## src/rtl/spi_txn_sequencer.sv

```systemverilog
// Command FIFO plus launch/response sequencer sitting between a host and an SPI master.
// Each queued command is issued as one txn_en pulse and answered by exactly one response.
module spi_txn_sequencer #(
  parameter int unsigned SLAVE_COUNT   = 4,
  parameter int unsigned FIFO_DEPTH    = 4,
  parameter int unsigned START_TIMEOUT = 8,
  localparam int unsigned AW = (SLAVE_COUNT > 1) ? $clog2(SLAVE_COUNT) : 1
) (
  input  logic          sys_clk,
  input  logic          rst,
  input  logic          cmd_valid,
  output logic          cmd_ready,
  input  logic [AW-1:0] cmd_addr,
  input  logic [1:0]    cmd_len,
  input  logic [1:0]    cmd_mode,
  input  logic [31:0]   cmd_data,
  output logic          rsp_valid,
  input  logic          rsp_ready,
  output logic [31:0]   rsp_data,
  output logic [AW-1:0] rsp_addr,
  output logic          rsp_err,
  output logic          txn_en,
  input  logic          busy_m,
  output logic [AW-1:0] s_addr,
  output logic [1:0]    txn_len,
  output logic [1:0]    spi_mode,
  output logic [31:0]   tx_data_m,
  input  logic [31:0]   rx_data_m
);

  localparam int unsigned PW = $clog2(FIFO_DEPTH);
  localparam int unsigned CW = PW + 1;
  localparam int unsigned TW = $clog2(START_TIMEOUT + 1);

  typedef struct packed {
    logic [AW-1:0] addr;
    logic [1:0]    len;
    logic [1:0]    mode;
    logic [31:0]   data;
  } cmd_t;

  typedef enum logic [2:0] {
    StIdle,
    StLaunch,
    StWaitBusy,
    StWaitDone,
    StRespond
  } state_e;

  // ---------------------------------------------------------------- command FIFO
  cmd_t          mem_q [FIFO_DEPTH];
  logic [PW-1:0] wr_ptr_q, wr_ptr_d, rd_ptr_q, rd_ptr_d;
  logic [CW-1:0] count_q, count_d;
  logic          full, empty, push, pop;
  cmd_t          head;

  state_e        state_q, state_d;

  assign full      = (count_q == CW'(FIFO_DEPTH));
  assign empty     = (count_q == '0);
  assign cmd_ready = !full;
  assign push      = cmd_valid && !full;
  // Pop coincides with the IDLE -> LAUNCH edge; the head is captured on the same edge.
  assign pop       = (state_q == StIdle) && !empty && !busy_m;
  assign head      = mem_q[rd_ptr_q];

  always_comb begin
    wr_ptr_d = push ? wr_ptr_q + PW'(1) : wr_ptr_q;
    rd_ptr_d = pop  ? rd_ptr_q + PW'(1) : rd_ptr_q;
    count_d  = count_q;
    unique case ({push, pop})
      2'b10:   count_d = count_q + CW'(1);
      2'b01:   count_d = count_q - CW'(1);
      default: count_d = count_q;
    endcase
  end

  always_ff @(posedge sys_clk) begin
    if (push) begin
      mem_q[wr_ptr_q] <= '{addr: cmd_addr, len: cmd_len, mode: cmd_mode, data: cmd_data};
    end
  end

  always_ff @(posedge sys_clk or posedge rst) begin
    if (rst) begin
      wr_ptr_q <= '0;
      rd_ptr_q <= '0;
      count_q  <= '0;
    end else begin
      wr_ptr_q <= wr_ptr_d;
      rd_ptr_q <= rd_ptr_d;
      count_q  <= count_d;
    end
  end

  // ---------------------------------------------------------------- sequencer FSM
  logic [TW-1:0] tmo_cnt_q, tmo_cnt_d;
  logic          txn_en_q, txn_en_d;
  logic [AW-1:0] s_addr_q, s_addr_d;
  logic [1:0]    txn_len_q, txn_len_d;
  logic [1:0]    spi_mode_q, spi_mode_d;
  logic [31:0]   tx_data_q, tx_data_d;
  logic          rsp_valid_q, rsp_valid_d;
  logic [31:0]   rsp_data_q, rsp_data_d;
  logic [AW-1:0] rsp_addr_q, rsp_addr_d;
  logic          rsp_err_q, rsp_err_d;

  always_comb begin
    state_d     = state_q;
    tmo_cnt_d   = tmo_cnt_q;
    txn_en_d    = 1'b0;
    s_addr_d    = s_addr_q;
    txn_len_d   = txn_len_q;
    spi_mode_d  = spi_mode_q;
    tx_data_d   = tx_data_q;
    rsp_valid_d = rsp_valid_q;
    rsp_data_d  = rsp_data_q;
    rsp_addr_d  = rsp_addr_q;
    rsp_err_d   = rsp_err_q;
    unique case (state_q)
      StIdle: begin
        if (pop) begin
          state_d    = StLaunch;
          txn_en_d   = 1'b1;
          s_addr_d   = head.addr;
          txn_len_d  = head.len;
          spi_mode_d = head.mode;
          tx_data_d  = head.data;
        end
      end
      StLaunch: begin
        state_d   = StWaitBusy;
        tmo_cnt_d = '0;
      end
      StWaitBusy: begin
        if (busy_m) begin
          state_d = StWaitDone;
        end else if (tmo_cnt_q == TW'(START_TIMEOUT - 1)) begin
          // Counter reaches START_TIMEOUT on this edge: master never started.
          state_d     = StRespond;
          tmo_cnt_d   = TW'(START_TIMEOUT);
          rsp_valid_d = 1'b1;
          rsp_err_d   = 1'b1;
          rsp_data_d  = '0;
          rsp_addr_d  = s_addr_q;
        end else begin
          tmo_cnt_d = tmo_cnt_q + TW'(1);
        end
      end
      StWaitDone: begin
        if (!busy_m) begin
          state_d     = StRespond;
          rsp_valid_d = 1'b1;
          rsp_err_d   = 1'b0;
          rsp_data_d  = rx_data_m;
          rsp_addr_d  = s_addr_q;
        end
      end
      StRespond: begin
        if (rsp_ready) begin
          state_d     = StIdle;
          rsp_valid_d = 1'b0;
        end
      end
      default: state_d = StIdle;
    endcase
  end

  always_ff @(posedge sys_clk or posedge rst) begin
    if (rst) begin
      state_q     <= StIdle;
      tmo_cnt_q   <= '0;
      txn_en_q    <= 1'b0;
      s_addr_q    <= '0;
      txn_len_q   <= '0;
      spi_mode_q  <= '0;
      tx_data_q   <= '0;
      rsp_valid_q <= 1'b0;
      rsp_data_q  <= '0;
      rsp_addr_q  <= '0;
      rsp_err_q   <= 1'b0;
    end else begin
      state_q     <= state_d;
      tmo_cnt_q   <= tmo_cnt_d;
      txn_en_q    <= txn_en_d;
      s_addr_q    <= s_addr_d;
      txn_len_q   <= txn_len_d;
      spi_mode_q  <= spi_mode_d;
      tx_data_q   <= tx_data_d;
      rsp_valid_q <= rsp_valid_d;
      rsp_data_q  <= rsp_data_d;
      rsp_addr_q  <= rsp_addr_d;
      rsp_err_q   <= rsp_err_d;
    end
  end

  assign txn_en    = txn_en_q;
  assign s_addr    = s_addr_q;
  assign txn_len   = txn_len_q;
  assign spi_mode  = spi_mode_q;
  assign tx_data_m = tx_data_q;
  assign rsp_valid = rsp_valid_q;
  assign rsp_data  = rsp_data_q;
  assign rsp_addr  = rsp_addr_q;
  assign rsp_err   = rsp_err_q;

endmodule

```

## config.mk

```make
export PLATFORM = sky130hd
export DESIGN_NAME = spi_txn_sequencer
export DESIGN_NICKNAME = d
export VERILOG_FILES = /design/src/rtl/spi_txn_sequencer.sv
export SDC_FILE = /design/constraint.sdc
export NUM_CORES = 1
export LEC_CHECK = 0
export ABC_AREA = 1
export CAP_MARGIN = 20
export CELL_PAD_IN_SITES_DETAIL_PLACEMENT = 1
export CELL_PAD_IN_SITES_GLOBAL_PLACEMENT = 1
export CORE_ASPECT_RATIO = 2
export CORE_MARGIN = 5
export CORE_UTILIZATION = 40
export CTS_BUF_LIST = sky130_fd_sc_hd__clkbuf_8
export DETAILED_ROUTE_END_ITERATION = 16
export GPL_TIMING_DRIVEN = 1
export MAX_ROUTING_LAYER = met4
export PLACE_DENSITY_LB_ADDON = 0.25
export SKIP_LAST_GASP = 1
export SLEW_MARGIN = 5
export SYNTH_ARGS = -nofsm -noshare
export SYNTH_HDL_FRONTEND = slang
export SYNTH_SLANG_ARGS = --single-unit
```

## constraint.sdc

```tcl
create_clock -name sys_clk -period 3.1 [get_ports sys_clk]
set_clock_uncertainty 0.15 [all_clocks]
set_input_delay 0.31 -clock sys_clk [delete_from_list [all_inputs] [get_ports sys_clk]]
set_output_delay 0.31 -clock sys_clk [all_outputs]
set_load 0.05 [all_outputs]
```

==> qor.txt <==
outcome: completed
crit-path max FO: 3
FF-to-FF Start: state_q[0]
Netlist cell types: 34
CP Class: flip-flop to output pin
register-to-register setup slack: 0.91 ns
largest net degree at the start of global routing: 78
core area: 23200 µm²
grt ovf: 0
GR Util All Layers: 0.184
maximum vdd ir drop: 0.574 mV
highest routing layer actually used: met4
Post-Syn Instances: 795
GPL Wtd Cong: 0.728
Synth area leader: edfxtp_1
Tmin final: 2.34 ns
Worst Path Buf+Inv: 1
clock tree sinks: 241
Fin. Hold Viols: 0
Yosys top cell area share: 0.485
Fill cells: 2467
Critical Path AT: 1.88 ns
Rows: 79
final slew viol count: 0
Initial DRT Pass Iterations: 4
CP endpoint: cmd_ready
WL met2: 13300 µm
Pwr Total: 12.8 mW
Initial DRC Count: 436
Port Buf Inserts: 150
# IOs: 151
post-route ant nets: 0
CP endpoint kind: output pin
die height: 227 µm
CTS max path bufs: 3
# resized after CTS: 0
syn nets: 877
CP startpoint: count_q[0]
FF+latch count, synth: 241
mean routed wirelength per cell: 19.1 µm
wl on met1: 9200 µm
post-synthesis area per instance: 11.8 µm²
largest cells by area after synthesis: edfxtp_1 (48%), dfrtp_1 (24%), nand2_1 (8.0%), o21ai_0 (4.2%), nor2_1 (3.5%)
CP cell instances: nor2_1 > nand2_1 > clkdlybuf4s50_1
vias in the first global route: 7162
initial antenna violation count: 1
CTS root buffer: clkbuf_8
Reg clk slew, reported paths: 0.07 ns
Die X: 118 µm
CP delay by family, top: buffers and inverters
Setup Viol. Count Final: 0
Final HPWL DP: 15500 µm
met3 WL: 1140 µm
drt total wl: 24200 µm
worst-skew pair later-pin latency: 0.53 ns
Leakage: 4.79 nW
total number of vias: 6516
vias per inst: 5.15
TritonCTS clock tree: built
YS warnings: 0
Worst setup SP type: flip-flop
Fmax achieved: 427 MHz
share of layout cells above drive strength 1: 0.0937
Final nets: 1037
Max Cap Viol: 0
Starting Density: 0.405
Area Growth Syn to Fin: 27.0%
pwr/cell area: 1070 nW/µm²
Least-Margin Pin Slew: 1.09 ns
Hold Buf Count CTS: 0
Worst slew margin: 0.269
Netlist Area Pre-Place: 9420 µm²
total CTS buffers: 35
die area: 26900 µm²
register area share after synthesis: 0.721
reg2reg path depth: 11
first-pass GRT wire length: 38400 µm
Worst path max stage delay: 0.81 ns
Hold Worst Slack: 0.0460 ns
CP max stage cell: clkdlybuf4s50_1
worst hold path class: primary input to async pin
final period utilization: 0.756
WP depth: 3
RSZ-0062 raised after global routing: no
# Post-CTS Setup Buffers: 0
FF-to-FF End: count_q[2]
htree depth: 2
Req. time, crit path: 2.64 ns
# DRC: 0
==> layout make-up <==
cell class / count / area (µm²) / share of cell area
sequential: 241 / 6790 / 0.568
multi-input combinational: 489 / 2320 / 0.194
timing repair buffer: 165 / 1690 / 0.141
clock buffer: 45 / 619 / 0.0518
tap: 283 / 354 / 0.0296
inverter: 23 / 93.8 / 0.00785
clock inverter: 19 / 86.3 / 0.00722
antenna: 1 / 2.50 / 0.000209
==> per-stage QoR <==
step                      instance area [µm²]  std cells  utilization  TNS, ns  setup WS (ns)
after global placement                  11200       1201        0.484        0          0.774
after global routing                    12000       1266        0.515        0          0.638
after floorplan                          9420        795            -   -30.00         -0.197
after detailed placement                11200       1201        0.484        0          0.747
final                                   12000       1266        0.515        0          0.755
after CTS                               12000       1265        0.515        0          0.689
==> worst min path at each step <==
stage	from	to	cells after the start
CTS	rst	tx_data_m[2]	2
floorplan	cmd_data[0]	mem_q[0][0]	0
finish	rst	txn_len[1]	2
detailed placement	rsp_data[23]	rsp_data[23]	2
global route	rst	rsp_data[29]	2
global placement	rsp_data[3]	rsp_data[3]	2
==> state kept, by name, summed over array words and instances (netlist names) <==
register	flops
wr_ptr_q	2
count_q	3
spi_mode	2
state_q	3
tmo_cnt_q	4
rsp_data	32
tx_data_m	32
txn_en	1
rsp_err	1
mem_q	152
rsp_valid	1
rsp_addr	2
rd_ptr_q	2
s_addr	2
txn_len	2
==> cell usage after synthesis (all sizes together) <==
master and n:
o21a 1, clkbuf 17, ha 6, buf 25, or2 2, clkinv 1, o211ai 1, o21ai 82
dfrtp 89, inv 22, edfxtp 152, nand3b 1, a21oi 5, xor2 3, xnor2 1, nand4 2
fa 1, nand3 44, o22ai 38, nor2 93, nand2 209
==> cell usage in the layout (no fill, tap or decap), types with 2 or more instances in the layout <==
cell type / count
nand2_1: 201
edfxtp_1: 152
clkdlybuf4s50_1: 150
dfrtp_1: 88
nor2_1: 85
o21ai_0: 79
clkbuf_8: 45
nand3_1: 43
o22ai_1: 38
inv_1: 25
buf_4: 9
nand2_2: 7
ha_1: 6
clkinv_1: 6
buf_12: 6
inv_2: 4
a21oi_1: 4
nor2_4: 4
nor2_2: 3
xor2_1: 3
o21ai_1: 2
nand4_1: 2
clkinvlp_4: 2
clkinv_2: 2
==> logic make-up (layout without fill, tap and decap cells) <==
logic type                 after synthesis  count (layout)  share of synthesized area
and+or+nand+nor                        351             351                      0.154
xor gates and xnor gates                 4               4                    0.00372
adders and majority gates                7               7                     0.0101
other                                    0               1                          0
buffers and inverters                   65             252                     0.0357
DFF                                    241             241                      0.721
AOI/OAI and AO/OA                      127             127                     0.0755
==> routing by layer <==
| layer | vias to the layer above | track usage |
|---|---|---|
| li1 | 3056 | - |
| met1 | 3252 | 0.197 |
| met2 | 165 | 0.345 |
| met3 | 43 | 0.0303 |
| met4 | 0 | 0.0597 |
| met5 | - | - |
==> power by group <==
| group | total (mW) | leakage, nW | internal [mW] | switching, mW |
|---|---|---|---|---|
| Combinational | 5.48 | 1.90 | 1.70 | 3.78 |
| Clock | 2.52 | 0.388 | 1.31 | 1.21 |
| Sequential | 4.81 | 2.51 | 4.38 | 0.430 |
| Total | 12.8 | 4.79 | 7.39 | 5.42 |
Power figures use the tool's default switching activity.
